## src/rtl/ysyx_23060072_lsu_stage.sv

```systemverilog
// Load/store stage: ALU results pass straight to writeback; memory ops run a REQ/WAIT bus handshake.
// Optional macro YSYX_23060072_LSU_MISALIGN_CHK_EN adds lsu_misalign_o and drops misaligned half/word ops.
module ysyx_23060072_lsu_stage (
  input  logic        clk,
  input  logic        rst,
  input  logic        lsu_valid_i,
  output logic        lsu_ready_o,
  input  logic [4:0]  lsu_op_i,
  input  logic [31:0] lsu_addr_i,
  input  logic [31:0] lsu_wdata_i,
  input  logic [4:0]  rd_i,
  input  logic        rd_we_i,
  output logic        mem_req_o,
  output logic        mem_we_o,
  output logic [31:0] mem_addr_o,
  output logic [31:0] mem_wdata_o,
  output logic [3:0]  mem_wmask_o,
  input  logic        mem_gnt_i,
  input  logic        mem_rvalid_i,
  input  logic [31:0] mem_rdata_i,
`ifdef YSYX_23060072_LSU_MISALIGN_CHK_EN
  output logic        lsu_misalign_o,
`endif
  output logic        wb_flag_o,
  output logic [4:0]  wb_addr_o,
  output logic [31:0] wb_data_o
);

  typedef enum logic [1:0] {S_IDLE, S_REQ, S_WAIT} state_e;

  state_e      state_q, state_d;
  logic [31:0] addr_q, addr_d;
  logic [1:0]  size_q, size_d;
  logic        uns_q, uns_d;
  logic        store_q, store_d;
  logic [4:0]  rd_q, rd_d;
  logic        rd_we_q, rd_we_d;
  logic [31:0] wdata_q, wdata_d;
  logic [3:0]  wmask_q, wmask_d;
  logic        wb_flag_q, wb_flag_d;
  logic [4:0]  wb_addr_q, wb_addr_d;
  logic [31:0] wb_data_q, wb_data_d;
  logic        go_mem;

  logic [31:0] st_wdata;
  logic [3:0]  st_wmask;
  logic [7:0]  ld_byte;
  logic [15:0] ld_half;
  logic [31:0] ld_data;

`ifdef YSYX_23060072_LSU_MISALIGN_CHK_EN
  logic misalign;
  logic misalign_q, misalign_d;

  assign misalign = ((lsu_op_i[1:0] == 2'b01) && lsu_addr_i[0]) ||
                    (lsu_op_i[1] && (lsu_addr_i[1:0] != 2'b00));
  assign go_mem = lsu_op_i[4] && !misalign;
  assign misalign_d = (state_q == S_IDLE) && lsu_valid_i && lsu_op_i[4] && misalign;
  assign lsu_misalign_o = misalign_q;
`else
  assign go_mem = lsu_op_i[4];
`endif

  // Size 2'b11 is treated as a word access throughout.
  always_comb begin
    st_wdata = lsu_wdata_i;
    st_wmask = 4'b1111;
    case (lsu_op_i[1:0])
      2'b00: begin
        st_wdata = {4{lsu_wdata_i[7:0]}};
        st_wmask = 4'b0001 << lsu_addr_i[1:0];
      end
      2'b01: begin
        st_wdata = {2{lsu_wdata_i[15:0]}};
        st_wmask = lsu_addr_i[1] ? 4'b1100 : 4'b0011;
      end
      default: ;
    endcase
  end

  always_comb begin
    case (addr_q[1:0])
      2'b00:   ld_byte = mem_rdata_i[7:0];
      2'b01:   ld_byte = mem_rdata_i[15:8];
      2'b10:   ld_byte = mem_rdata_i[23:16];
      default: ld_byte = mem_rdata_i[31:24];
    endcase
    ld_half = addr_q[1] ? mem_rdata_i[31:16] : mem_rdata_i[15:0];
    case (size_q)
      2'b00:   ld_data = uns_q ? {24'b0, ld_byte} : {{24{ld_byte[7]}}, ld_byte};
      2'b01:   ld_data = uns_q ? {16'b0, ld_half} : {{16{ld_half[15]}}, ld_half};
      default: ld_data = mem_rdata_i;
    endcase
  end

  always_comb begin
    state_d   = state_q;
    addr_d    = addr_q;
    size_d    = size_q;
    uns_d     = uns_q;
    store_d   = store_q;
    rd_d      = rd_q;
    rd_we_d   = rd_we_q;
    wdata_d   = wdata_q;
    wmask_d   = wmask_q;
    wb_flag_d = 1'b0;
    wb_addr_d = wb_addr_q;
    wb_data_d = wb_data_q;
    case (state_q)
      S_IDLE: begin
        if (lsu_valid_i) begin
          if (!lsu_op_i[4]) begin
            wb_flag_d = rd_we_i;
            if (rd_we_i) begin
              wb_addr_d = rd_i;
              wb_data_d = lsu_addr_i;
            end
          end else if (go_mem) begin
            state_d = S_REQ;
            addr_d  = lsu_addr_i;
            size_d  = lsu_op_i[1:0];
            uns_d   = lsu_op_i[2];
            store_d = lsu_op_i[3];
            rd_d    = rd_i;
            rd_we_d = rd_we_i;
            wdata_d = st_wdata;
            wmask_d = st_wmask;
          end
        end
      end
      S_REQ: begin
        if (mem_gnt_i) state_d = S_WAIT;
      end
      S_WAIT: begin
        if (mem_rvalid_i) begin
          state_d = S_IDLE;
          // Stores complete silently; only loads with a write request reach writeback.
          if (!store_q && rd_we_q) begin
            wb_flag_d = 1'b1;
            wb_addr_d = rd_q;
            wb_data_d = ld_data;
          end
        end
      end
      default: state_d = S_IDLE;
    endcase
  end

  always_ff @(posedge clk) begin
    if (rst) begin
      state_q   <= S_IDLE;
      addr_q    <= '0;
      size_q    <= '0;
      uns_q     <= 1'b0;
      store_q   <= 1'b0;
      rd_q      <= '0;
      rd_we_q   <= 1'b0;
      wdata_q   <= '0;
      wmask_q   <= '0;
      wb_flag_q <= 1'b0;
      wb_addr_q <= '0;
      wb_data_q <= '0;
`ifdef YSYX_23060072_LSU_MISALIGN_CHK_EN
      misalign_q <= 1'b0;
`endif
    end else begin
      state_q   <= state_d;
      addr_q    <= addr_d;
      size_q    <= size_d;
      uns_q     <= uns_d;
      store_q   <= store_d;
      rd_q      <= rd_d;
      rd_we_q   <= rd_we_d;
      wdata_q   <= wdata_d;
      wmask_q   <= wmask_d;
      wb_flag_q <= wb_flag_d;
      wb_addr_q <= wb_addr_d;
      wb_data_q <= wb_data_d;
`ifdef YSYX_23060072_LSU_MISALIGN_CHK_EN
      misalign_q <= misalign_d;
`endif
    end
  end

  assign lsu_ready_o = (state_q == S_IDLE);
  assign mem_req_o   = (state_q == S_REQ);
  assign mem_we_o    = (state_q == S_REQ) && store_q;
  assign mem_wmask_o = mem_we_o ? wmask_q : 4'b0000;
  assign mem_addr_o  = {addr_q[31:2], 2'b00};
  assign mem_wdata_o = wdata_q;
  assign wb_flag_o   = wb_flag_q;
  assign wb_addr_o   = wb_addr_q;
  assign wb_data_o   = wb_data_q;

endmodule

```

## config.mk

```make
export PLATFORM = sky130hd
export DESIGN_NAME = ysyx_23060072_lsu_stage
export DESIGN_NICKNAME = d
export VERILOG_FILES = /design/src/rtl/ysyx_23060072_lsu_stage.sv
export SDC_FILE = /design/constraint.sdc
export NUM_CORES = 1
export LEC_CHECK = 0
export CORE_MARGIN = 5
export CORE_UTILIZATION = 48
export DETAILED_ROUTE_END_ITERATION = 10
export PLACE_DENSITY = 0.85
export SYNTH_ARGS = -nofsm -noshare
export SYNTH_HDL_FRONTEND = slang
export SYNTH_SLANG_ARGS = --single-unit
```

## constraint.sdc

```tcl
create_clock -name clk -period 2.5 [get_ports clk]
set_input_delay 0.5 -clock clk [delete_from_list [all_inputs] [get_ports clk]]
set_output_delay 0.5 -clock clk [all_outputs]
set_load 0.05 [all_outputs]
```

==> results of run 1 <==
[kinds of logic (layout without fill, tap and decap cells)]
kind of cell	count (synthesis)	after routing	synth area share [%]
compound gates	217	217	26.9
simple gates	213	213	15.4
flops	118	118	41.2
buf+inv	108	288	9.53
mux	40	40	6.98
other cells	1	2	0.0654
[sequential cells by signal, indices dropped and copies added (netlist names)]
register     cells
addr_q          32
mem_wdata_o     32
rd_q             5
rd_we_q          1
size_q           2
state_q          2
store_q          1
uns_q            1
wb_addr_o        5
wb_data_o       32
wb_flag_o        1
wmask_q          4
[final cells by class]
| class | instances | area, µm² | area share (%) |
|---|---|---|---|
| multi-input combinational | 472 | 2850 | 34.0 |
| timing repair buffer | 243 | 2390 | 28.5 |
| sequential | 118 | 2360 | 28.2 |
| clock buffer | 29 | 510 | 6.09 |
| tap | 147 | 184 | 2.19 |
| inverter | 13 | 48.8 | 0.582 |
| clock inverter | 3 | 40.0 | 0.477 |
[layout by cell type, fill, tap and decap left out, types with 7 or more instances in the layout]
| cell | instances |
|---|---|
| clkdlybuf4s50_1 | 211 |
| a2111oi_2 | 8 |
| clkbuf_1 | 8 |
| o21ai_0 | 13 |
| mux2i_1 | 40 |
| a311oi_1 | 21 |
| o211ai_1 | 9 |
| clkbuf_16 | 17 |
| inv_1 | 12 |
| dfxtp_1 | 118 |
| nand2_1 | 135 |
| buf_4 | 29 |
| a22o_1 | 7 |
| a2111oi_0 | 7 |
| o211a_1 | 16 |
| nor2_1 | 45 |
| nor4_1 | 8 |
| a21oi_1 | 84 |
| a211oi_1 | 10 |
| o22ai_1 | 16 |
| a22oi_1 | 8 |
[worst paths after layout]
check,startpoint,to,slack (ns),cells after the start
max,state_q[0]$_SDFFE_PP0P_,lsu_ready_o,0.11,2
min,addr_q[3]$_SDFFE_PP0P_,addr_q[3]$_SDFFE_PP0P_,0.45,2
max reg2reg,size_q[0]$_SDFFE_PP0P_,wb_data_o[15]$_SDFFE_PP0P_,0.29,5
min reg2reg,addr_q[3]$_SDFFE_PP0P_,addr_q[3]$_SDFFE_PP0P_,0.45,2
[per-layer routing]
layer,part of all wire [%],up-vias
met5,0,-
met4,6.1,0
met3,8.7,90
met2,47,322
met1,39,2814
li1,-,2797
[power by group through the flow]
stage	logic [µW]	clock network, µW	registers [µW]
floorplan	484	0	2280
global placement	1130	0	2080
detailed placement	1160	0	2080
CTS	1170	2300	2050
global route	1230	2380	2060
finish	1170	2280	2050
[per-stage QoR]
stage          setup slack (ns)  power [µW]  area (µm²)  util, %
2_1_floorplan             0.382        2760        5740        -
3_3_place_gp              0.180        3210        7840     66.1
3_5_place_dp             0.0718        3240        7840     66.1
4_1_cts                  0.0808        5510        8390     70.7
5_1_grt                  0.0328        5680        8390     70.7
6_report                  0.114        5500        8390     70.7
[critical path: cells and delay by family (launching register included)]
family / cells / cell delay [ns]
buffers and inverters: 1 / 0.88
AND/OR/NAND/NOR: 1 / 0.25
flip-flops: 1 / 0.34
==> metrics, run 1 <==
Worst Tran Pin Value 1.13 ns; P_int 3920 µW; CP Launch Type register; initial DRC count 494; Worst Hold Class register to register; Distinct cells, synth 44; Layout Nets 977; chip width 119 µm; filler cell count 906; Mapped Avg Cell Area 8.23 µm²; Residual DRC 0; final setup vio count 0; die area 14200 µm²; routed vias 6023; H-tree depth 4; CTS buffer count 17; Final Hold Vio Count 0; skew final 0.00671 ns; drt wl/cell 19.9 µm; Crit Path Max Fanout 5; Placed Instances 993; ant diodes 0; worst-path cell chain nor2_1 > clkdlybuf4s50_1; Global Route Usage Sum 28.0%; met1 usage 32.9%; setup TNS 0 ns; layout overhead on the synthesized area 46.2%; global placer's final weighted congestion 0.993; Max-slew headroom 24.6%; Vias/cell 5.88; Max Slew Vio Count 0; Crit Path Class register to output pin; Initial Util 48.4%; Synth Warn # 0; post-layout min period 2.39 ns; slowest stage delay, CP 0.88 ns; fraction of layout cells with a size suffix above 1 8.09%; first-pass GRT wire length 31700 µm; Leak 0.00317 µW; Hold Buf Count CTS 0; flops & latches, synth 118; asr flop ratio synth 0%; worst vdd ir 0.410 mV; largest net degree at the start of global routing 48; outcome finished, final reports clean; maximum clock frequency 419 MHz; Arr. time, crit path 1.89 ns; busiest grt layer met2; Seq pwr share 37.2%; Sink Count 118; Post-Route WL 20400 µm; Crit. End Element output pin; Clock transition at path regs 0.05 ns; Die H 119 µm; root buf cell clkbuf_16; combinational group share of total power 21.3%; Switch Pwr 1580 µW; vias in the first global route 6048; Synth area leader dfxtp_1; count leader, synth nand2_1; met3 Use GR 8.50%; sequential area share after synthesis 41.2%; RSZ-0062 raised after global routing false; core region area 11900 µm²; global route overflow 0; number of synthesized flops with an enable pin 0; fin cells 1025; post-synthesis cell count 697; GRT met2 Usage 44.3%; drt pass-1 iters 5; crit share post-route 95.4%; Worst path slowest cell clkdlybuf4s50_1; CTS max path bufs 2; Final ANT Viol Nets 0; initial antenna violation count 0; Clock power frac 41.4%; Netlist Area Pre-Place 5740 µm²; CTS tree done; PwrDens 656 nW/µm²; Post-CTS Setup Bufs 0; CP required 2.00 ns; number of top-level pins 221; clk_lat worst skew 0.42 ns; hold_ws 0.454 ns; Yosys top cell area share 41.2%; synth top area cells dfxtp_1, nand2_1, a21oi_1, mux2i_1, buf_4; PostCTS Resize Cnt 0; Post-synth top cells nand2_1, dfxtp_1, a21oi_1; Core Rows 40; sw frac 28.8%; Max Cap Violations 0; port bufs 218; DP Wirelength 14900 µm; ys flop type dfxtp_1
No activity file was read; power rests on OpenSTA's default activity.
==> run 2: changes to the inputs <==
- CORE_UTILIZATION: 48 -> 68
- DONT_BUFFER_PORTS: default -> 1
- PLACE_DENSITY: 0.85 -> 0.82
==> metrics, run 2 (synthesis results as in run 1) <==
Reg2Reg Setup Slack 0.17 ns (was 0.29 ns); drt pass-1 iters 5 (unchanged); routed vias 5037 (was 6023); crit share post-route 93.3% (was 95.4%); Max Cap Violations 0 (unchanged); first-pass GRT wire length 25500 µm (was 31700 µm); Seq pwr share 48.3% (was 37.2%); global route overflow 0 (unchanged); number of top-level pins 221 (unchanged); port bufs 0 (was 218); Layout Nets 754 (was 977); largest net degree at the start of global routing 118 (was 48); layout overhead on the synthesized area 7.18% (was 46.2%); Register Area 2360 µm² (unchanged); P_int 3370 µW (was 3920 µW); core region area 8220 µm² (was 11900 µm²); Max Slew Vio Count 0 (unchanged); Arr. time, crit path 2.66 ns (was 1.89 ns); sw frac 31.0% (was 28.8%); Clock transition at path regs 0.06 ns (was 0.05 ns); Initial Util 69.8% (was 48.4%); CTS tree done (unchanged); root buf cell clkbuf_8 (was clkbuf_16); Hold Startpoint rst (was addr_q[3]$_SDFFE_PP0P_); global placer's final weighted congestion 0.896 (was 0.993); Worst Tran Pin Value 1.33 ns (was 1.13 ns); Sink Count 118 (unchanged); Residual DRC 0 (unchanged); Post-Route WL 16800 µm (was 20400 µm); initial DRC count 370 (was 494); final setup vio count 0 (unchanged); Final Hold Vio Count 0 (unchanged); Worst path slowest cell o211ai_1 (was clkdlybuf4s50_1); PostCTS Resize Cnt 0 (unchanged); H-tree depth 4 (unchanged); Design Area, Final 6150 µm² (was 8390 µm²); hold depth 1 (was 2); CTS max path bufs 2 (unchanged); Crit Path Class register to register (was register to output pin); CTS buffer count 17 (unchanged); Placed Area 5620 µm² (was 7840 µm²); hold_ws 0.0581 ns (was 0.454 ns); initial antenna violation count 0 (unchanged); final core utilization 74.8% (was 70.7%); Clock power frac 43.4% (was 41.4%); Global Route Usage Sum 31.4% (was 28.0%); Post-CTS Setup Bufs 0 (unchanged); RSZ-0062 raised after global routing false (unchanged); reg2reg path depth 4 (was 5); post-layout min period 2.33 ns (was 2.39 ns); Leak 0.00231 µW (was 0.00317 µW); maximum clock frequency 429 MHz (was 419 MHz); Die H 102 µm (was 119 µm); worst-path cell chain or3_1 > o21ai_0 > o211ai_1 > o22ai_1 (was nor2_1 > clkdlybuf4s50_1); PwrDens 793 nW/µm² (was 656 nW/µm²); CP required 2.83 ns (was 2.00 ns); most frequent cells in the layout nand2_1, dfxtp_1, a21oi_1, nor2_1, mux2i_1 (was clkdlybuf4s50_1, nand2_1, dfxtp_1, a21oi_1, nor2_1); Switch Pwr 1510 µW (was 1580 µW); multi-input logic area 2850 µm² (unchanged); Max-slew headroom 11.1% (was 24.6%); Crit. End Element register (was output pin); Worst Hold Class input port to register (was register to register); worst vdd ir 0.471 mV (was 0.410 mV); most common cell after layout, fill and taps aside nand2_1 (was clkdlybuf4s50_1); combinational group share of total power 8.3% (was 21.3%); setup TNS 0 ns (unchanged); die area 10400 µm² (was 14200 µm²); Vias/cell 6.62 (was 5.88); Hold Buf Count CTS 0 (unchanged); clk_lat worst skew 0.51 ns (was 0.42 ns); Final ANT Viol Nets 0 (unchanged); slowest stage delay, CP 1.04 ns (was 0.88 ns); filler cell count 653 (was 906); skew final 0.0132 ns (was 0.00671 ns); reg2reg start size_q[0]$_SDFFE_PP0P_ (unchanged); CP Launch Type register (unchanged); Core Rows 33 (was 40); r2r endpoint wb_data_o[30]$_SDFFE_PP0P_ (was wb_data_o[15]$_SDFFE_PP0P_); DP Wirelength 12100 µm (was 14900 µm); fraction of layout cells with a size suffix above 1 10.1% (was 8.09%); Hold Path End mem_wdata_o[24]$_SDFFE_PP0P_ (was addr_q[3]$_SDFFE_PP0P_); vias in the first global route 4904 (was 6048); chip width 102 µm (was 119 µm); Crit Path Max Fanout 16 (was 5); drt wl/cell 22.1 µm (was 19.9 µm); outcome finished, final reports clean (unchanged)
## run 2: area by class of cell
cell class                      instances  area share (%)
Antenna cell                            1          0.0407
Clock buffer                           18            6.80
Clock inverter                         14            1.73
Inverter                               13           0.794
Multi-Input combinational cell        472            46.4
Sequential cell                       118            38.4
Tap cell                              105            2.14
Timing Repair Buffer                   20            3.66
## run 2: worst max-delay path, delay by kind of cell (launching register included)
family | cells | cell delay, ns
AOI/OAI and AO/OA | 3 | 1.31
DFF | 1 | 0.61
and+or+nand+nor | 1 | 0.21
## run 2: worst max-delay path by stage
stage | start | slack (ns) | depth (start not counted) | to
after global placement | size_q[0]$_SDFFE_PP0P_ | 0.40 | 4 | wb_data_o[30]$_SDFFE_PP0P_
after global routing | size_q[0]$_SDFFE_PP0P_ | 0.06 | 4 | wb_data_o[30]$_SDFFE_PP0P_
final | size_q[0]$_SDFFE_PP0P_ | 0.17 | 4 | wb_data_o[30]$_SDFFE_PP0P_
after floorplan | state_q[0]$_SDFFE_PP0P_ | 0.38 | 7 | addr_q[30]$_SDFFE_PP0P_
after CTS | size_q[0]$_SDFFE_PP0P_ | 0.25 | 4 | wb_data_o[30]$_SDFFE_PP0P_
after detailed placement | size_q[0]$_SDFFE_PP0P_ | 0.27 | 4 | wb_data_o[30]$_SDFFE_PP0P_
## run 2: power by group through the flow
stage	Sequential, µW	Clock (µW)	Combinational [µW]
after floorplan	2280	0	484
after global placement	2390	0	382
after detailed placement	2390	0	399
after CTS	2350	2120	402
after global routing	2360	2240	451
final	2350	2120	405
## run 2: routing by layer
layer  wire length [µm]  share of wire (%)  up-vias  GRT usage (%)
met3               2330                 14       37           14.3
met5                  0                  0        -              0
li1                   -                  -     2354              -
met2               8020                 48      272           49.3
met1               6070                 36     2374           37.8
met4                378                2.3        0           12.3
## run 2: stage by stage
stage	worst slack (ns)	total power, µW	std cells
floorplan	0.382	2760	698
global placement	0.399	2770	728
detailed placement	0.275	2790	728
CTS	0.254	4880	760
global route	0.0555	5050	760
finish	0.169	4880	761
